File: src/rtl/alu_display.sv
// Captures ALU results on `done`, converts the 6-bit magnitude to BCD with a
// sequential double-dabble engine and scans it onto a 4-digit common-anode display.
module alu_display #(
  parameter int REFRESH_DIV = 16
) (
  input  logic       clk,
  input  logic       rst_n,
  input  logic       done,
  input  logic [5:0] resul,
  input  logic       Signo,
  input  logic       C_out,
  output logic       busy,
  output logic       valid,
  output logic [3:0] an,
  output logic [6:0] seg
);

  localparam int CW = (REFRESH_DIV > 2) ? $clog2(REFRESH_DIV) : 1;
  localparam logic [6:0] SEG_BLANK = 7'b1111111;
  localparam logic [6:0] SEG_MINUS = 7'b0111111;
  localparam logic [6:0] SEG_C     = 7'b1000110;

  typedef enum logic [1:0] {
    IDLE = 2'd0,
    CONV = 2'd1,
    SHOW = 2'd2
  } state_t;

  function automatic logic [6:0] seg_code(input logic [3:0] d);
    logic [6:0] s;
    case (d)
      4'd0:    s = 7'b1000000;
      4'd1:    s = 7'b1111001;
      4'd2:    s = 7'b0100100;
      4'd3:    s = 7'b0110000;
      4'd4:    s = 7'b0011001;
      4'd5:    s = 7'b0010010;
      4'd6:    s = 7'b0000010;
      4'd7:    s = 7'b1111000;
      4'd8:    s = 7'b0000000;
      4'd9:    s = 7'b0010000;
      default: s = SEG_BLANK;
    endcase
    return s;
  endfunction

  function automatic logic [3:0] dd_adjust(input logic [3:0] n);
    return (n >= 4'd5) ? (n + 4'd3) : n;
  endfunction

  state_t     state_r, state_s;
  logic [5:0] bin_r;
  logic [3:0] tens_r, units_r;
  logic [2:0] iter_r;
  logic       sign_r, carry_r;
  logic [3:0] disp_tens_r, disp_units_r;
  logic       disp_sign_r, disp_carry_r;
  logic       valid_r;
  logic [CW-1:0] scan_r;
  logic [1:0] idx_r;
  logic [3:0] an_r;
  logic [6:0] seg_r;

  logic       capture_s, iterate_s, load_s;
  logic [3:0] tens_adj_s, units_adj_s;
  logic [3:0] disp_tens_s, disp_units_s;
  logic       disp_sign_s, disp_carry_s, valid_s;
  logic [1:0] idx_s;
  logic [3:0] an_s;
  logic [6:0] seg_s;

  // State register
  always_ff @(posedge clk or negedge rst_n) begin
    if (!rst_n) begin
      state_r <= IDLE;
    end else begin
      state_r <= state_s;
    end
  end

  // Next-state decode and datapath strobes
  always_comb begin
    state_s   = state_r;
    capture_s = 1'b0;
    iterate_s = 1'b0;
    load_s    = 1'b0;
    case (state_r)
      IDLE, SHOW: begin
        if (done) begin
          capture_s = 1'b1;
          state_s   = CONV;
        end else begin
          state_s   = state_r;
        end
      end
      CONV: begin
        // Six shift iterations complete when the counter reads 6; this edge publishes.
        if (iter_r == 3'd6) begin
          load_s  = 1'b1;
          state_s = SHOW;
        end else begin
          iterate_s = 1'b1;
        end
      end
      default: state_s = IDLE;
    endcase
  end

  assign tens_adj_s  = dd_adjust(tens_r);
  assign units_adj_s = dd_adjust(units_r);

  // Capture shadow registers and run the double-dabble iterations
  always_ff @(posedge clk or negedge rst_n) begin
    if (!rst_n) begin
      bin_r   <= 6'd0;
      tens_r  <= 4'd0;
      units_r <= 4'd0;
      iter_r  <= 3'd0;
      sign_r  <= 1'b0;
      carry_r <= 1'b0;
    end else if (capture_s) begin
      bin_r   <= resul;
      sign_r  <= Signo;
      carry_r <= C_out;
      tens_r  <= 4'd0;
      units_r <= 4'd0;
      iter_r  <= 3'd0;
    end else if (iterate_s) begin
      tens_r  <= {tens_adj_s[2:0], units_adj_s[3]};
      units_r <= {units_adj_s[2:0], bin_r[5]};
      bin_r   <= {bin_r[4:0], 1'b0};
      iter_r  <= iter_r + 3'd1;
    end
  end

  // Display holding registers and the sticky valid flag
  always_ff @(posedge clk or negedge rst_n) begin
    if (!rst_n) begin
      disp_tens_r  <= 4'd0;
      disp_units_r <= 4'd0;
      disp_sign_r  <= 1'b0;
      disp_carry_r <= 1'b0;
      valid_r      <= 1'b0;
    end else begin
      disp_tens_r  <= disp_tens_s;
      disp_units_r <= disp_units_s;
      disp_sign_r  <= disp_sign_s;
      disp_carry_r <= disp_carry_s;
      valid_r      <= valid_s;
    end
  end

  // Free-running digit scan counter
  always_ff @(posedge clk or negedge rst_n) begin
    if (!rst_n) begin
      scan_r <= '0;
      idx_r  <= 2'd0;
    end else if (scan_r == CW'(REFRESH_DIV - 1)) begin
      scan_r <= '0;
      idx_r  <= idx_s;
    end else begin
      scan_r <= scan_r + CW'(1);
      idx_r  <= idx_s;
    end
  end

  // Outputs are built from next-cycle values so an/seg/valid move on one edge
  always_comb begin
    disp_tens_s  = load_s ? tens_r  : disp_tens_r;
    disp_units_s = load_s ? units_r : disp_units_r;
    disp_sign_s  = load_s ? sign_r  : disp_sign_r;
    disp_carry_s = load_s ? carry_r : disp_carry_r;
    valid_s      = valid_r | load_s;
    if (scan_r == CW'(REFRESH_DIV - 1)) begin
      idx_s = idx_r + 2'd1;
    end else begin
      idx_s = idx_r;
    end
    an_s  = ~(4'b0001 << idx_s);
    seg_s = SEG_BLANK;
    case (idx_s)
      2'd0:    seg_s = seg_code(disp_units_s);
      2'd1:    seg_s = (disp_tens_s == 4'd0) ? SEG_BLANK : seg_code(disp_tens_s);
      2'd2:    seg_s = disp_carry_s ? SEG_C : SEG_BLANK;
      2'd3:    seg_s = disp_sign_s ? SEG_MINUS : SEG_BLANK;
      default: seg_s = SEG_BLANK;
    endcase
    if (!valid_s) begin
      seg_s = SEG_BLANK;
    end else begin
      seg_s = seg_s;
    end
  end

  // Registered digit enables and segments
  always_ff @(posedge clk or negedge rst_n) begin
    if (!rst_n) begin
      an_r  <= 4'b1111;
      seg_r <= SEG_BLANK;
    end else begin
      an_r  <= an_s;
      seg_r <= seg_s;
    end
  end

  assign busy  = (state_r == CONV);
  assign valid = valid_r;
  assign an    = an_r;
  assign seg   = seg_r;

endmodule
File: config.mk
export PLATFORM = sky130hd
export DESIGN_NAME = alu_display
export DESIGN_NICKNAME = d
export VERILOG_FILES = /design/src/rtl/alu_display.sv
export SDC_FILE = /design/constraint.sdc
export NUM_CORES = 1
export LEC_CHECK = 0
export CORE_MARGIN = 3
export CORE_UTILIZATION = 59
export CTS_BUF_LIST = sky130_fd_sc_hd__clkbuf_8
export DETAILED_ROUTE_END_ITERATION = 8
export PLACE_DENSITY = 0.83
export SLEW_MARGIN = 20
export SYNTH_ARGS = -nofsm -noshare
export SYNTH_HDL_FRONTEND = slang
export SYNTH_SLANG_ARGS = --single-unit
File: constraint.sdc
create_clock -name clk -period 3 [get_ports clk]
set_input_delay 0.6 -clock clk [delete_from_list [all_inputs] [get_ports clk]]
set_output_delay 0.6 -clock clk [all_outputs]
set_load 0.05 [all_outputs]
==> flow_summary.html, run 1 <==
<table>
<tr><th>Metric</th><th>Value</th></tr>
<tr><th colspan="2">Cells and area</th></tr>
<tr><td>Combined area of the multi-input logic cells</td><td>about 1300 um^2</td></tr>
<tr><td>FILL cells</td><td>318</td></tr>
<tr><td>Sequential standard cell area</td><td>~1200 um^2</td></tr>
<tr><td>Commonest non-fill, non-tap cell in the layout</td><td>sky130_fd_sc_hd__dfrtp_1</td></tr>
<tr><td>Leading cell types in the layout, fill and taps excluded</td><td>38 x sky130_fd_sc_hd__dfrtp_1, 31 x sky130_fd_sc_hd__nand2_1, 26 x sky130_fd_sc_hd__nor2_1</td></tr>
<tr><td>Ratio of cells with drive above 1 in the final layout</td><td>0.1329</td></tr>
<tr><td>Number of diodes added for antenna fixing</td><td>0</td></tr>
<tr><td>Post-Route Utilization</td><td>0.7403</td></tr>
<tr><td>Number of nets at the end of the flow</td><td>328</td></tr>
<tr><td>Area growth from synthesis to layout</td><td>16.35%</td></tr>
<tr><th colspan="2">Global route</th></tr>
<tr><td>Largest net degree at the start of global routing</td><td>47</td></tr>
<tr><td>First-pass GRT wire length</td><td>slightly below 9 mm</td></tr>
<tr><td>Antenna violations before repair</td><td>0</td></tr>
<tr><td>Overall routing resource usage</td><td>0.2106</td></tr>
<tr><td>GRT overflow</td><td>0</td></tr>
<tr><td>Number of global-route vias before repair</td><td>1919</td></tr>
<tr><th colspan="2">Clock tree</th></tr>
<tr><td>Max H-tree Level</td><td>2</td></tr>
<tr><td>Number of buffers on the longest clock path</td><td>2</td></tr>
<tr><td>Number of sinks driven by the clock tree</td><td>49</td></tr>
<tr><td>TritonCTS clock tree</td><td>done</td></tr>
<tr><td>Root buffer cell</td><td>sky130_fd_sc_hd__clkbuf_8</td></tr>
<tr><td>Hold_buf cts</td><td>0</td></tr>
<tr><td>Number of buffers inserted during clock tree synthesis</td><td>5</td></tr>
<tr><td>Clock insertion delay at the later pin of the skew report</td><td>0.30 ns</td></tr>
<tr><td>Post-CTS Setup Bufs</td><td>0</td></tr>
<tr><td>Quantity of gates resized following cts</td><td>0</td></tr>
<tr><td>Worst-path clk slew</td><td>approximately 0.09 ns</td></tr>
<tr><th colspan="2">Yosys</th></tr>
<tr><td>Register area share after synthesis</td><td>0.4670</td></tr>
<tr><td>Synth unique cells</td><td>slightly above 50</td></tr>
<tr><td>Flip-flop and latch count after synthesis</td><td>49</td></tr>
<tr><td>Yosys synthesis warning count</td><td>0</td></tr>
<tr><td>Number of cells produced by synthesis</td><td>274</td></tr>
<tr><td>Async S/R FF share, synth</td><td>1.000</td></tr>
<tr><td>EDFF count, synth</td><td>0</td></tr>
<tr><td>Netlist area before placement</td><td>2655 um^2</td></tr>
<tr><td>Total nets after synthesis</td><td>302</td></tr>
<tr><td>Average cell area after synthesis</td><td>9.690 um^2</td></tr>
<tr><td>Most used flip-flop cell after synthesis</td><td>sky130_fd_sc_hd__dfrtp_1</td></tr>
<tr><th colspan="2">Worst hold path</th></tr>
<tr><td>Kind of path behind the tightest hold check</td><td>in -&gt; async</td></tr>
<tr><th colspan="2">Placement</th></tr>
<tr><td>Routability Congestion</td><td>a little under 1</td></tr>
<tr><td>Worst Setup Slack post-DPL</td><td>0.3197 ns</td></tr>
<tr><td>Post-detail-place hpwl</td><td>3.736 mm</td></tr>
<tr><td>Count of input and output buffers</td><td>23</td></tr>
<tr><th colspan="2">STA</th></tr>
<tr><td>Hold Fails Final Rpt</td><td>0</td></tr>
<tr><td>Worst-Margin Slew</td><td>0.6214 ns</td></tr>
<tr><td>Final max-slew violation count</td><td>0</td></tr>
<tr><td>Normalized max-slew margin</td><td>0.5847</td></tr>
<tr><td>Tmin final</td><td>2.728 ns</td></tr>
<tr><td>Final TNS setup</td><td>0 ns</td></tr>
<tr><td>Max frequency</td><td>0.3666 GHz</td></tr>
<tr><td>Unrepaired setup endpoints after global routing</td><td>false</td></tr>
<tr><td>Fin crit share</td><td>0.9092</td></tr>
<tr><td>Setup violation total in the final timing report</td><td>0</td></tr>
<tr><td>Slack of the critical path</td><td>~0.27 ns</td></tr>
<tr><td>Worst clock skew</td><td>0.007690 ns</td></tr>
<tr><th colspan="2">Floorplanning</th></tr>
<tr><td>Standard-cell row count</td><td>23</td></tr>
<tr><td>Core region area</td><td>about 4200 um^2</td></tr>
<tr><td>Floorplan die width</td><td>73.08 um</td></tr>
<tr><td>Total die area</td><td>5341 um^2</td></tr>
<tr><td>Initial core utilization</td><td>0.6363</td></tr>
<tr><td>Vertical extent of the die</td><td>73.08 um</td></tr>
<tr><td>Total I/O pin count</td><td>24</td></tr>
<tr><th colspan="2">Route</th></tr>
<tr><td>Routed wire length</td><td>between 5 and 6 mm</td></tr>
<tr><td>Detailed-route DRC error count</td><td>0</td></tr>
<tr><td>1st-iter DRT viols</td><td>141</td></tr>
<tr><td>Total number of vias</td><td>2060</td></tr>
<tr><td>Post-detailed-route via-to-cell ratio</td><td>about 5.9</td></tr>
<tr><td>Antenna-violating nets left</td><td>0</td></tr>
<tr><td>Average routed wire per standard cell</td><td>around 15 um</td></tr>
<tr><td>Count of TritonRoute iterations in the first routing pass</td><td>4</td></tr>
<tr><th colspan="2">Pwr</th></tr>
<tr><td>Relative contribution of combinational cells to total power</td><td>0.449</td></tr>
<tr><td>Cell Int Power</td><td>~1.7 mW</td></tr>
<tr><td>P per Cell Area</td><td>925.7 nW/um^2</td></tr>
<tr><td>Leakage</td><td>1.423 nW</td></tr>
<tr><td>Net Switching</td><td>1.160 mW</td></tr>
<tr><td>Worst ir drop on vdd</td><td>0.6416 mV</td></tr>
<tr><td>Part of the power in the clock network</td><td>0.193</td></tr>
<tr><td>Switching part of the total power</td><td>0.4056</td></tr>
<tr><td>Relative contribution of sequential cells to total power</td><td>0.358</td></tr>
<tr><th colspan="2">Critical path</th></tr>
<tr><td>Worst setup path class</td><td>reg -&gt; reg</td></tr>
<tr><td>Type of element launching the critical path</td><td>register</td></tr>
<tr><td>Max FO, Critical Path</td><td>16</td></tr>
<tr><td>Endpoint arrival time on the critical path</td><td>2.96 ns</td></tr>
<tr><td>Critical path capture point type</td><td>register</td></tr>
<tr><td>Worst endpoint required time</td><td>~3.2 ns</td></tr>
<tr><th colspan="2">Run</th></tr>
<tr><td># Max-Cap Violations</td><td>0</td></tr>
<tr><th colspan="2">Run status</th></tr>
<tr><td>Outcome</td><td>completed</td></tr>
</table>
[area by class of cell]
type	instances	share of cell area
Clock buffer	5	0.02228
Clock inverter	3	0.02106
Inverter	17	0.02066
Multi-Input combinational cell	197	0.4204
Sequential cell	49	0.4014
Tap cell	50	0.02025
Timing Repair Buffer	30	0.09397
[metrics by stage]
stage / hold WS (ns) / cell area, um^2 / std cells / total power, mW
2_1_floorplan: 0.3044 / 2655 / 274 / 1.973
5_1_grt: 0.1713 / 3089 / 351 / 3.064
4_1_cts: 0.4875 / 3069 / 350 / 2.856
3_3_place_gp: 0.4649 / 2935 / 342 / 2.260
3_5_place_dp: 0.4670 / 2935 / 342 / 2.293
6_report: 0.1607 / 3089 / 351 / 2.860
[synthesized netlist by cell type, drive strengths merged (3+ instances only)]
| master | n | area share |
|---|---|---|
| dfrtp | 38 | 0.36 |
| nand2 | 31 | 0.044 |
| nor2 | 26 | 0.037 |
| a21oi | 19 | 0.036 |
| ha | 17 | 0.080 |
| inv | 17 | 0.024 |
| o21ai | 13 | 0.026 |
| dfstp | 11 | 0.11 |
| nand2b | 10 | 0.024 |
| a31oi | 9 | 0.021 |
| mux2i | 9 | 0.041 |
| clkbuf | 7 | 0.010 |
| nand3 | 7 | 0.013 |
| nor2b | 5 | 0.012 |
| o211ai | 5 | 0.014 |
| buf | 4 | 0.0094 |
| mux2 | 4 | 0.018 |
| xnor2 | 4 | 0.013 |
| xor2 | 4 | 0.013 |
| o21bai | 3 | 0.0085 |
[state kept, by name (all words and copies together) (netlist names), 3 cells and up]
| register | count |
|---|---|
| disp_units_r | 4 |
| an | 4 |
| bin_r | 6 |
| tens_r | 4 |
| scan_r | 4 |
| units_r | 4 |
| iter_r | 3 |
| disp_tens_r | 4 |
| seg | 7 |
[power groups by stage]
stage | Combinational [mW] | Sequential, mW | Clock (mW)
final | 1.28 | 1.02 | 0.553
after CTS | 1.28 | 1.02 | 0.555
after global placement | 1.23 | 1.03 | 0
after floorplan | 0.945 | 1.03 | 0
after global routing | 1.43 | 1.05 | 0.583
after detailed placement | 1.26 | 1.03 | 0
[worst paths after layout]
check                                       from              endpoint  slack (ns)  cells after the start
setup / recovery           iter_r[0]$_DFFE_PN0P_      seg[0]$_DFF_PN1_        0.27                     12
hold / removal                             rst_n   scan_r[2]$_DFF_PN0_        0.16                      1
setup reg to reg           iter_r[0]$_DFFE_PN0P_      seg[0]$_DFF_PN1_        0.27                     12
hold reg to reg               sign_r$_DFFE_PN0P_    sign_r$_DFFE_PN0P_        0.48                      2
max in group asynchronous                  rst_n  bin_r[3]$_DFFE_PN0P_        2.36                      2
min in group clk              sign_r$_DFFE_PN0P_    sign_r$_DFFE_PN0P_        0.48                      2
[critical path: stages, from the launching register on]
cell and delay [ns]:
sky130_fd_sc_hd__dfrtp_1 0.40, sky130_fd_sc_hd__inv_1 0.06, sky130_fd_sc_hd__ha_1 0.20, sky130_fd_sc_hd__nand4b_1 0.09, sky130_fd_sc_hd__buf_4 0.25, sky130_fd_sc_hd__buf_4 0.24, sky130_fd_sc_hd__nor2_1 0.06, sky130_fd_sc_hd__a21oi_1 0.31
sky130_fd_sc_hd__inv_1 0.14, sky130_fd_sc_hd__ha_1 0.23, sky130_fd_sc_hd__o21bai_1 0.18, sky130_fd_sc_hd__a211oi_1 0.10, sky130_fd_sc_hd__or3_1 0.38
[per-layer routing]
layer,vias to the layer above,wire (um),track usage
met3,13,183,0.04545
met1,1007,2298,0.2614
met4,0,140,0.08607
met2,41,2522,0.3545
li1,999,-,-
met5,-,0,0
[kinds of logic (layout without fill, tap and decap cells)]
logic type / count (synthesis) / after routing / synth area share
compound gates: 64 / 64 / 0.1536
xor+xnor: 8 / 8 / 0.02639
buf+inv: 28 / 55 / 0.04382
fa+ha+maj: 17 / 17 / 0.08011
flops: 49 / 49 / 0.4670
mux: 13 / 13 / 0.05985
simple gates: 95 / 95 / 0.1692
(Power assumes the default switching activity.)
==> run 2: changes to the inputs <==
Settings changed: CORE_UTILIZATION 59 to 60, CTS_BUF_LIST sky130_fd_sc_hd__clkbuf_8 to not set, DONT_BUFFER_PORTS set to 1, PLACE_DENSITY 0.83 to 0.76.
==> flow_summary.html, run 2 (synthesized netlist as in run 1, its figures left out) <==
<table>
<tr><th>Metric</th><th>Value</th></tr>
<tr><th colspan="2">Placement</th></tr>
<tr><td>Placed standard-cell area</td><td>2703 um^2</td></tr>
<tr><td>Count of input and output buffers</td><td>0</td></tr>
<tr><td>Post-detail-place hpwl</td><td>3.448 mm</td></tr>
<tr><td>Routability Congestion</td><td>0.9061</td></tr>
<tr><th colspan="2">Critical path</th></tr>
<tr><td>Depth of the worst register-to-register path</td><td>10</td></tr>
<tr><td>Critical path startpoint</td><td>iter_r[0]$_DFFE_PN0P_</td></tr>
<tr><td>Endpoint arrival time on the critical path</td><td>2.87 ns</td></tr>
<tr><td>Worst setup path class</td><td>reg -&gt; reg</td></tr>
<tr><td>Startpoint of the worst register-to-register path</td><td>iter_r[0]$_DFFE_PN0P_</td></tr>
<tr><td>Setup crit end</td><td>seg[6]$_DFF_PN1_</td></tr>
<tr><td>Type of element launching the critical path</td><td>register</td></tr>
<tr><td>Worst endpoint required time</td><td>3.23 ns</td></tr>
<tr><td>Critical path capture point type</td><td>register</td></tr>
<tr><td>Worst reg-to-reg setup slack</td><td>0.36 ns</td></tr>
<tr><td>Max FO, Critical Path</td><td>8</td></tr>
<tr><td>End of the worst register-to-register path</td><td>seg[6]$_DFF_PN1_</td></tr>
<tr><th colspan="2">Route</th></tr>
<tr><td>Count of TritonRoute iterations in the first routing pass</td><td>4</td></tr>
<tr><td>Detailed-route DRC error count</td><td>0</td></tr>
<tr><td>Post-detailed-route via-to-cell ratio</td><td>roughly 5.7</td></tr>
<tr><td>Total number of vias</td><td>1861</td></tr>
<tr><td>Routed wire length</td><td>between 4 and 5 mm</td></tr>
<tr><td>1st-iter DRT viols</td><td>132</td></tr>
<tr><td>Average routed wire per standard cell</td><td>14.87 um</td></tr>
<tr><td>Antenna-violating nets left</td><td>0</td></tr>
<tr><th colspan="2">Global route</th></tr>
<tr><td>Overall routing resource usage</td><td>0.2037</td></tr>
<tr><td>Number of global-route vias before repair</td><td>1826</td></tr>
<tr><td>GRT overflow</td><td>0</td></tr>
<tr><td>First-pass GRT wire length</td><td>8.314 mm</td></tr>
<tr><td>Antenna violations before repair</td><td>0</td></tr>
<tr><td>Largest net degree at the start of global routing</td><td>39</td></tr>
<tr><th colspan="2">STA</th></tr>
<tr><td>Final TNS setup</td><td>0 ns</td></tr>
<tr><td>Unrepaired setup endpoints after global routing</td><td>false</td></tr>
<tr><td>Hold Fails Final Rpt</td><td>0</td></tr>
<tr><td>Tmin final</td><td>2.642 ns</td></tr>
<tr><td>Setup violation total in the final timing report</td><td>0</td></tr>
<tr><td>Worst-Margin Slew</td><td>~0.7 ns</td></tr>
<tr><td>Fin crit share</td><td>0.8808</td></tr>
<tr><td>Final max-slew violation count</td><td>0</td></tr>
<tr><td>Worst clock skew</td><td>roughly 0.0073 ns</td></tr>
<tr><td>Max frequency</td><td>between 0.3 and 0.4 GHz</td></tr>
<tr><td>Normalized max-slew margin</td><td>0.5314</td></tr>
<tr><th colspan="2">Floorplanning</th></tr>
<tr><td>Total die area</td><td>5259 um^2</td></tr>
<tr><td>Initial core utilization</td><td>0.6407</td></tr>
<tr><td>Total I/O pin count</td><td>24</td></tr>
<tr><td>Vertical extent of the die</td><td>72.52 um</td></tr>
<tr><td>Floorplan die width</td><td>about 73 um</td></tr>
<tr><td>Standard-cell row count</td><td>23</td></tr>
<tr><td>Core region area</td><td>4144 um^2</td></tr>
<tr><th colspan="2">Clock tree</th></tr>
<tr><td>Max H-tree Level</td><td>2</td></tr>
<tr><td>Number of buffers inserted during clock tree synthesis</td><td>5</td></tr>
<tr><td>Clock insertion delay at the later pin of the skew report</td><td>around 0.30 ns</td></tr>
<tr><td>Worst-path clk slew</td><td>approximately 0.08 ns</td></tr>
<tr><td>Root buffer cell</td><td>sky130_fd_sc_hd__clkbuf_8</td></tr>
<tr><td>Post-CTS Setup Bufs</td><td>0</td></tr>
<tr><td>TritonCTS clock tree</td><td>done</td></tr>
<tr><td>Number of sinks driven by the clock tree</td><td>49</td></tr>
<tr><td>Number of buffers on the longest clock path</td><td>2</td></tr>
<tr><th colspan="2">Worst hold path</th></tr>
<tr><td>Kind of path behind the tightest hold check</td><td>in -&gt; async</td></tr>
<tr><th colspan="2">Cells and area</th></tr>
<tr><td>Non-Filler Cell Area, Final</td><td>2813 um^2</td></tr>
<tr><td>Number of nets at the end of the flow</td><td>a little over 300</td></tr>
<tr><td>Commonest non-fill, non-tap cell in the layout</td><td>sky130_fd_sc_hd__dfrtp_1</td></tr>
<tr><td>Leading cell types in the layout, fill and taps excluded</td><td>38 x sky130_fd_sc_hd__dfrtp_1, 31 x sky130_fd_sc_hd__nand2_1, 26 x sky130_fd_sc_hd__nor2_1</td></tr>
<tr><td>Ratio of cells with drive above 1 in the final layout</td><td>0.1300</td></tr>
<tr><td>Number of diodes added for antenna fixing</td><td>0</td></tr>
<tr><td>Max FFs per register</td><td>7</td></tr>
<tr><td>FILL cells</td><td>331</td></tr>
<tr><td>Area growth from synthesis to layout</td><td>5.938%</td></tr>
<tr><th colspan="2">Pwr</th></tr>
<tr><td>Leakage</td><td>1.302 nW</td></tr>
<tr><td>P per Cell Area</td><td>slightly above 900 nW/um^2</td></tr>
<tr><td>Worst ir drop on vdd</td><td>0.5365 mV</td></tr>
<tr><th colspan="2">Run status</th></tr>
<tr><td>Outcome</td><td>completed</td></tr>
<tr><th colspan="2">Run</th></tr>
<tr><td># Max-Cap Violations</td><td>0</td></tr>
</table>
run 2: cell types whose count changed in the layout (fill, tap and decap cells not counted):
cell	delta
sky130_fd_sc_hd__buf_4	-1
sky130_fd_sc_hd__clkbuf_1	+2
sky130_fd_sc_hd__bufinv_16	-2
sky130_fd_sc_hd__clkinv_2	-1
sky130_fd_sc_hd__clkdlybuf4s50_1	-22
sky130_fd_sc_hd__buf_2	-1
sky130_fd_sc_hd__clkbuf_8	+1
run 2: timing repair:
action | in CTS | in global routing
endpoints found under the hold margin | 38 | 0
resized for setup | 0 | 0
hold buffers | 1 | 0
run 2: cell type report:
cell class	instances	area, um^2	area share
clock buffer	8	90.09	0.03203
timing repair buffer	6	57.56	0.02046
tap	50	62.56	0.02224
multi-input combinational	197	1299	0.4617
sequential	49	1240	0.4408
inverter	17	63.81	0.02269
run 2: worst min-delay path by stage:
stage,startpoint,endpoint,slack [ns],cells after the start
global placement,rst_n,scan_r[2]$_DFF_PN0_,0.31,0
detailed placement,rst_n,scan_r[2]$_DFF_PN0_,0.31,0
floorplan,rst_n,bin_r[0]$_DFFE_PN0P_,0.30,0
finish,rst_n,scan_r[2]$_DFF_PN0_,0.13,1
global route,rst_n,an[3]$_DFF_PN1_,0.12,0
CTS,rst_n,an[3]$_DFF_PN1_,0.13,0
run 2: critical path, stage by stage (launching register included):
cell and delay, ns:
sky130_fd_sc_hd__dfrtp_1 0.42, sky130_fd_sc_hd__inv_1 0.08, sky130_fd_sc_hd__ha_1 0.16, sky130_fd_sc_hd__nand4b_1 0.28, sky130_fd_sc_hd__nor2_1 0.17, sky130_fd_sc_hd__a21oi_1 0.10
sky130_fd_sc_hd__ha_1 0.30, sky130_fd_sc_hd__or4_1 0.50, sky130_fd_sc_hd__a31oi_1 0.17, sky130_fd_sc_hd__o21ai_1 0.09, sky130_fd_sc_hd__a311o_1 0.32
run 2: layer usage:
metal,track usage,share of wire
met5,0,0
met4,0.06762,0.015
met3,0.04155,0.038
met2,0.3367,0.46
met1,0.2675,0.48
run 2: metrics by stage:
| step | hold slack [ns] | util | cells | setup WS, ns | power, mW |
|---|---|---|---|---|---|
| 2_1_floorplan | 0.3044 | - | 274 | 0.2191 | 1.973 |
| 3_3_place_gp | 0.3055 | 0.6522 | 318 | 0.4473 | 2.214 |
| 6_report | 0.1323 | 0.6787 | 327 | 0.3577 | 2.629 |
| 3_5_place_dp | 0.3056 | 0.6522 | 318 | 0.3564 | 2.239 |
| 4_1_cts | 0.1280 | 0.6787 | 327 | 0.3344 | 2.645 |
| 5_1_grt | 0.1179 | 0.6787 | 327 | 0.1958 | 2.873 |
run 2: report_power, final:
part	leakage (nW)	switching (mW)	total, mW	internal [mW]
combinational	0.667	0.685	1.16	0.477
sequential	0.589	0.219	1.08	0.859
clock	0.0455	0.200	0.389	0.188
total	1.30	1.11	2.63	1.52
